### src/rtl/vga_fb_arbiter.sv
// Framebuffer RAM arbiter: display fetch has priority, CPU gets a forced slot after a
// bounded display streak; read data is routed back by a 2-stage owner tag pipeline.
//
// state  | meaning
// C_IDLE | no CPU op outstanding, CPU may be granted
// C_WR   | CPU write issued to RAM, ack at next edge
// C_RD1  | CPU read issued, RAM sampling address
// C_RD2  | CPU read data on mem_rdata, ack and capture at next edge
module vga_fb_arbiter #(
  parameter int ADDR_W     = 16,
  parameter int DATA_W     = 16,
  parameter int DISP_BURST = 8
) (
  input  logic              clk,
  input  logic              reset,
  input  logic              disp_req,
  input  logic [ADDR_W-1:0] disp_addr,
  output logic              disp_gnt,
  output logic              disp_valid,
  output logic [DATA_W-1:0] disp_data,
  input  logic              cpu_req,
  input  logic              cpu_we,
  input  logic [ADDR_W-1:0] cpu_addr,
  input  logic [DATA_W-1:0] cpu_wdata,
  output logic              cpu_ack,
  output logic [DATA_W-1:0] cpu_rdata,
  output logic              mem_en,
  output logic              mem_we,
  output logic [ADDR_W-1:0] mem_addr,
  output logic [DATA_W-1:0] mem_wdata,
  input  logic [DATA_W-1:0] mem_rdata
);

  localparam logic [1:0] C_IDLE = 2'd0;
  localparam logic [1:0] C_WR   = 2'd1;
  localparam logic [1:0] C_RD1  = 2'd2;
  localparam logic [1:0] C_RD2  = 2'd3;

  localparam logic [1:0] T_NONE = 2'd0;
  localparam logic [1:0] T_DISP = 2'd1;
  localparam logic [1:0] T_CPU  = 2'd2;

  localparam int SW = (DISP_BURST < 1) ? 1 : $clog2(DISP_BURST + 1);
  localparam logic [SW-1:0] STREAK_MAX = SW'(DISP_BURST);
  localparam logic BURST_EN = (DISP_BURST > 0);

  logic [1:0]        cpu_state_q, cpu_state_d;
  logic [SW-1:0]     streak_q, streak_d;
  logic [1:0]        tag1_q, tag1_d, tag2_q, tag2_d;
  logic              mem_en_q, mem_en_d, mem_we_q, mem_we_d;
  logic [ADDR_W-1:0] mem_addr_q, mem_addr_d;
  logic [DATA_W-1:0] mem_wdata_q, mem_wdata_d;
  logic              disp_valid_q, disp_valid_d;
  logic [DATA_W-1:0] disp_data_q, disp_data_d;
  logic              cpu_ack_q, cpu_ack_d;
  logic [DATA_W-1:0] cpu_rdata_q, cpu_rdata_d;

  logic cpu_elig, force_cpu, disp_win, cpu_win;

  always_comb begin
    cpu_elig  = cpu_req && (cpu_state_q == C_IDLE);
    force_cpu = BURST_EN && (streak_q == STREAK_MAX);
    disp_win  = disp_req && !(cpu_elig && force_cpu);
    cpu_win   = cpu_elig && !disp_win;
  end

  assign disp_gnt = disp_win && !reset;

  always_comb begin
    // streak only counts display wins that actually made the CPU wait
    streak_d = streak_q;
    if (!cpu_elig || cpu_win)
      streak_d = '0;
    else if (disp_win && (streak_q != STREAK_MAX))
      streak_d = streak_q + 1'b1;

    mem_en_d    = disp_win || cpu_win;
    mem_we_d    = cpu_win && cpu_we;
    mem_addr_d  = mem_addr_q;
    mem_wdata_d = mem_wdata_q;
    if (disp_win)
      mem_addr_d = disp_addr;
    else if (cpu_win)
      mem_addr_d = cpu_addr;
    if (cpu_win && cpu_we)
      mem_wdata_d = cpu_wdata;

    tag1_d = T_NONE;
    if (disp_win)
      tag1_d = T_DISP;
    else if (cpu_win && !cpu_we)
      tag1_d = T_CPU;
    tag2_d = tag1_q;

    disp_valid_d = (tag2_q == T_DISP);
    disp_data_d  = (tag2_q == T_DISP) ? mem_rdata : disp_data_q;
    cpu_rdata_d  = (tag2_q == T_CPU) ? mem_rdata : cpu_rdata_q;

    cpu_state_d = cpu_state_q;
    cpu_ack_d   = 1'b0;
    case (cpu_state_q)
      C_IDLE: if (cpu_win) cpu_state_d = cpu_we ? C_WR : C_RD1;
      C_WR: begin
        cpu_state_d = C_IDLE;
        cpu_ack_d   = 1'b1;
      end
      C_RD1: cpu_state_d = C_RD2;
      C_RD2: begin
        cpu_state_d = C_IDLE;
        cpu_ack_d   = 1'b1;
      end
      default: cpu_state_d = C_IDLE;
    endcase
  end

  always_ff @(posedge clk) begin
    if (reset) begin
      cpu_state_q  <= C_IDLE;
      streak_q     <= '0;
      tag1_q       <= T_NONE;
      tag2_q       <= T_NONE;
      mem_en_q     <= 1'b0;
      mem_we_q     <= 1'b0;
      mem_addr_q   <= '0;
      mem_wdata_q  <= '0;
      disp_valid_q <= 1'b0;
      disp_data_q  <= '0;
      cpu_ack_q    <= 1'b0;
      cpu_rdata_q  <= '0;
    end else begin
      cpu_state_q  <= cpu_state_d;
      streak_q     <= streak_d;
      tag1_q       <= tag1_d;
      tag2_q       <= tag2_d;
      mem_en_q     <= mem_en_d;
      mem_we_q     <= mem_we_d;
      mem_addr_q   <= mem_addr_d;
      mem_wdata_q  <= mem_wdata_d;
      disp_valid_q <= disp_valid_d;
      disp_data_q  <= disp_data_d;
      cpu_ack_q    <= cpu_ack_d;
      cpu_rdata_q  <= cpu_rdata_d;
    end
  end

  assign mem_en     = mem_en_q;
  assign mem_we     = mem_we_q;
  assign mem_addr   = mem_addr_q;
  assign mem_wdata  = mem_wdata_q;
  assign disp_valid = disp_valid_q;
  assign disp_data  = disp_data_q;
  assign cpu_ack    = cpu_ack_q;
  assign cpu_rdata  = cpu_rdata_q;

endmodule

### config.mk
export PLATFORM = sky130hd
export DESIGN_NAME = vga_fb_arbiter
export DESIGN_NICKNAME = d
export VERILOG_FILES = /design/src/rtl/vga_fb_arbiter.sv
export SDC_FILE = /design/constraint.sdc
export NUM_CORES = 1
export LEC_CHECK = 0
export BUFFER_PORTS_ARGS = -buffer_cell sky130_fd_sc_hd__buf_2
export CAP_MARGIN = 20
export CORE_UTILIZATION = 43
export DETAILED_ROUTE_END_ITERATION = 7
export MAX_ROUTING_LAYER = met4
export PLACE_DENSITY = 0.76
export SLEW_MARGIN = 20
export SYNTH_ARGS = -nofsm -noshare
export SYNTH_HDL_FRONTEND = slang
export SYNTH_SLANG_ARGS = --single-unit
### constraint.sdc
create_clock -name clk -period 1.5 [get_ports clk]
set_input_delay 0 -clock clk [delete_from_list [all_inputs] [get_ports clk]]
set_output_delay 0 -clock clk [all_outputs]
set_load 0.005 [all_outputs]
==> flow_metrics.tcl <==
set metrics [dict create \
    start_kind "register" \
    netlist_top_cells_area "dfxtp_1 (48%), nand2_1 (7.5%), nand2b_1 (6.6%)" \
    ios 138 \
    synthesis.instances 355 \
    coreArea_um2 7253 \
    core.rowCount 31 \
    clk_path_buf_depth 2 \
    final_nets 625 \
    synth_flop_cell "dfxtp_1" \
    hold_path.class "input port to register" \
    finalSetupTns_ns -5.663 \
    nFillCells 564 \
    clock-root-buffer "clkbuf_8" \
    worstSetupPathType "register to register" \
    grt_pass1_wl_mm 12.82 \
    cts_buffers 9 \
    ant_nets 0 \
    hold_ws_ns 0.03660 \
    synthesis.nets 426 \
    cp.arrival_ns 1.99 \
    async_flop_share_pct 0 \
    worstReg2RegStart "cpu_state_q[1]" \
    slew_violations 0 \
    outcome "complete, but fails checks" \
    hp-start "disp_req" \
    start_util_pct 44.42 \
    grt_pass1_vias 2943 \
    avgSynthCellArea_um2 9.076 \
    cts_tree "done" \
    irDropWorstVdd_mv 0.5236 \
    globalRouteMet1Util_pct 23.67 \
    gp_congestion 0.7658 \
    critPathCaptureType "register" \
    die_area_um2 7843 \
    p_leak_nw 2.276 \
    switching_share_pct 26.90 \
    met3_usage_pct 4.664 \
    yosysSeqAreaShare_pct 48.47 \
    setup_violations 40 \
    drive_gt1_share_pct 35.42 \
    dp_hpwl_mm 5.188 \
    dr.pass1.iters 4 \
    violations "negative setup slack" \
    top_usage_layer "met2" \
    antenna_found_initial 0 \
    vias 3189 \
    yosysTopAreaCellShare_pct 48.47 \
    slew-limit-headroom_pct 41.89 \
    grt_use_met2_pct 38.88 \
    clkPwrFrac_pct 34.3 \
    skew_ns 0.01310 \
    ys_warn_count 0 \
    die_y_um 88.56 \
    diodes 0 \
    synth_cell_types 28 \
    yosys.cell_count.top_type "dfxtp_1" \
    startpoint "cpu_state_q[1]" \
    synth_commonest_cells "dfxtp_1 (78), nand2_1 (64), nand2b_1 (34)" \
    cts.sinks 78 \
    seq_area_um2 1564 \
    period_share_pct 114.2 \
    io_buffers 137 \
    fmax_mhz 583.5 \
    ctsHtreeMaxLevel 3 \
    synth_largest_area_cell "dfxtp_1" \
    multiInputGateArea_um2 1441 \
    fp.dieW_um 88.56 \
    clk_latency_ns 0.35 \
    period_minus_slack_ns 1.714 \
    drc 0 \
    worstMarginPinSlew_ns 0.8684 \
    drt_iter0_drc 96 \
    crit_required_ns 1.77 \
    syn_to_final_growth_pct 53.16 \
    wl_mm 8.515 \
    routedWlPerCell_um 12.94 \
    maxCapViolCount 0 \
    hold_viol_final 0 \
    rsz0062_at_grt "yes" \
    grt.overflow.total 0 \
    track_usage_pct 21.80 \
    worst-path-max-fanout 8 \
    synth-edff-count 0 \
    p_int_mw 3.163 \
    clk_pin_slew_ns 0.09 \
    p_per_area_nw_per_um2 876.8 \
    seqPwrFrac_pct 50.6 \
    p_comb_share_pct 15.2 \
    p_switching_mw 1.164 \
    syn_area_um2 3222 \
    grt_max_degree 92 \
    ys_seq_elements 78 \
    routed_via_density 4.847 \
    fin_ws_ns -0.2137 \
]
-- power groups by stage --
stage          sequential, mW  clock (mW)  combinational [mW]
5_1_grt                  2.20        1.61               0.715
6_report                 2.19        1.48               0.656
3_5_place_dp             2.23           0               0.507
2_1_floorplan            2.24           0               0.254
3_3_place_gp             2.23           0               0.499
4_1_cts                  2.19        1.52               0.621
-- through the flow --
step | instance area [µm²] | setup slack, ns | power, mW | utilization [%] | instances
6_report | 4935 | -0.2137 | 4.327 | 68.04 | 658
5_1_grt | 4935 | -0.2720 | 4.519 | 68.04 | 658
4_1_cts | 4838 | -0.2084 | 4.330 | 66.71 | 655
3_5_place_dp | 4108 | -0.1479 | 2.740 | 56.63 | 583
3_3_place_gp | 4108 | -0.07555 | 2.730 | 56.63 | 583
2_1_floorplan | 3246 | -0.03292 | 2.495 | - | 355
-- cells by family (layout without fill, tap and decap cells) --
family / after synthesis / in the layout / synth area share (%)
and+or+nand+nor: 132 / 132 / 20.50
DFF: 78 / 78 / 48.47
AOI/OAI and AO/OA: 72 / 72 / 16.85
buffers and inverters: 53 / 257 / 7.884
muxes: 16 / 16 / 4.971
adders and majority gates: 2 / 2 / 0.7766
xor gates and xnor gates: 2 / 2 / 0.5438
-- layout make-up --
class,instances,share of cell area [%]
multi-input combinational,224,29.21
sequential,78,31.69
tap,99,2.510
clock inverter,7,1.268
clock buffer,9,2.510
timing repair buffer,220,31.21
inverter,21,1.597
-- path summary, 6_finish.rpt --
kind | slack [ns] | end | cells past startpoint
min reg2reg | 0.44 | tag2_q[1] | 1
max | -0.21 | mem_wdata[3] | 7
max reg2reg | -0.21 | mem_wdata[3] | 7
min | 0.04 | tag1_q[1] | 2
-- state kept, by name, summed over array words and instances (netlist names), 2 cells and up --
register,flops
mem_addr,16
tag1_q,2
tag2_q,2
streak_q,4
cpu_state_q,2
disp_data,16
cpu_rdata,16
mem_wdata,16
-- critical path: stages, from the launching register on --
cell and delay [ns]:
dfxtp_2 0.33, or3b_4 0.40, buf_4 0.15, buf_12 0.12, a211oi_4 0.15, buf_6 0.16, clkbuf_16 0.16, mux2i_1 0.18
-- cells in the final DEF (no fill, tap or decap), types with 2 or more instances in the layout --
cell	count
nand2_1	64
mux2i_1	16
nor2_1	7
buf_12	5
clkbuf_8	9
clkbuf_16	2
a2111oi_1	2
nand2b_1	34
o21a_1	3
dfxtp_1	76
a2111oi_0	11
dfxtp_2	2
inv_1	21
buf_2	137
nor2b_1	7
and3_1	16
buf_6	3
inv_6	3
ha_1	2
clkinv_4	2
a311o_1	16
a2111oi_2	5
a21oi_1	32
dlygate4sd3_1	49
buf_4	24
-- what timing repair did --
item	CTS	global route
pin swaps	5	3
setup endpoints to repair	36	41
setup buffers	7	1
hold buffers	49	0
gates resized for setup	1	13
cloned	0	2
hold endpoints to repair	65	0
-- metal layers --
metal	routed length (µm)	vias to the layer above
met5	0	-
met4	127	0
met3	577	14
met2	4241	140
met1	3568	1428
li1	-	1607
(Power assumes the default switching activity.)
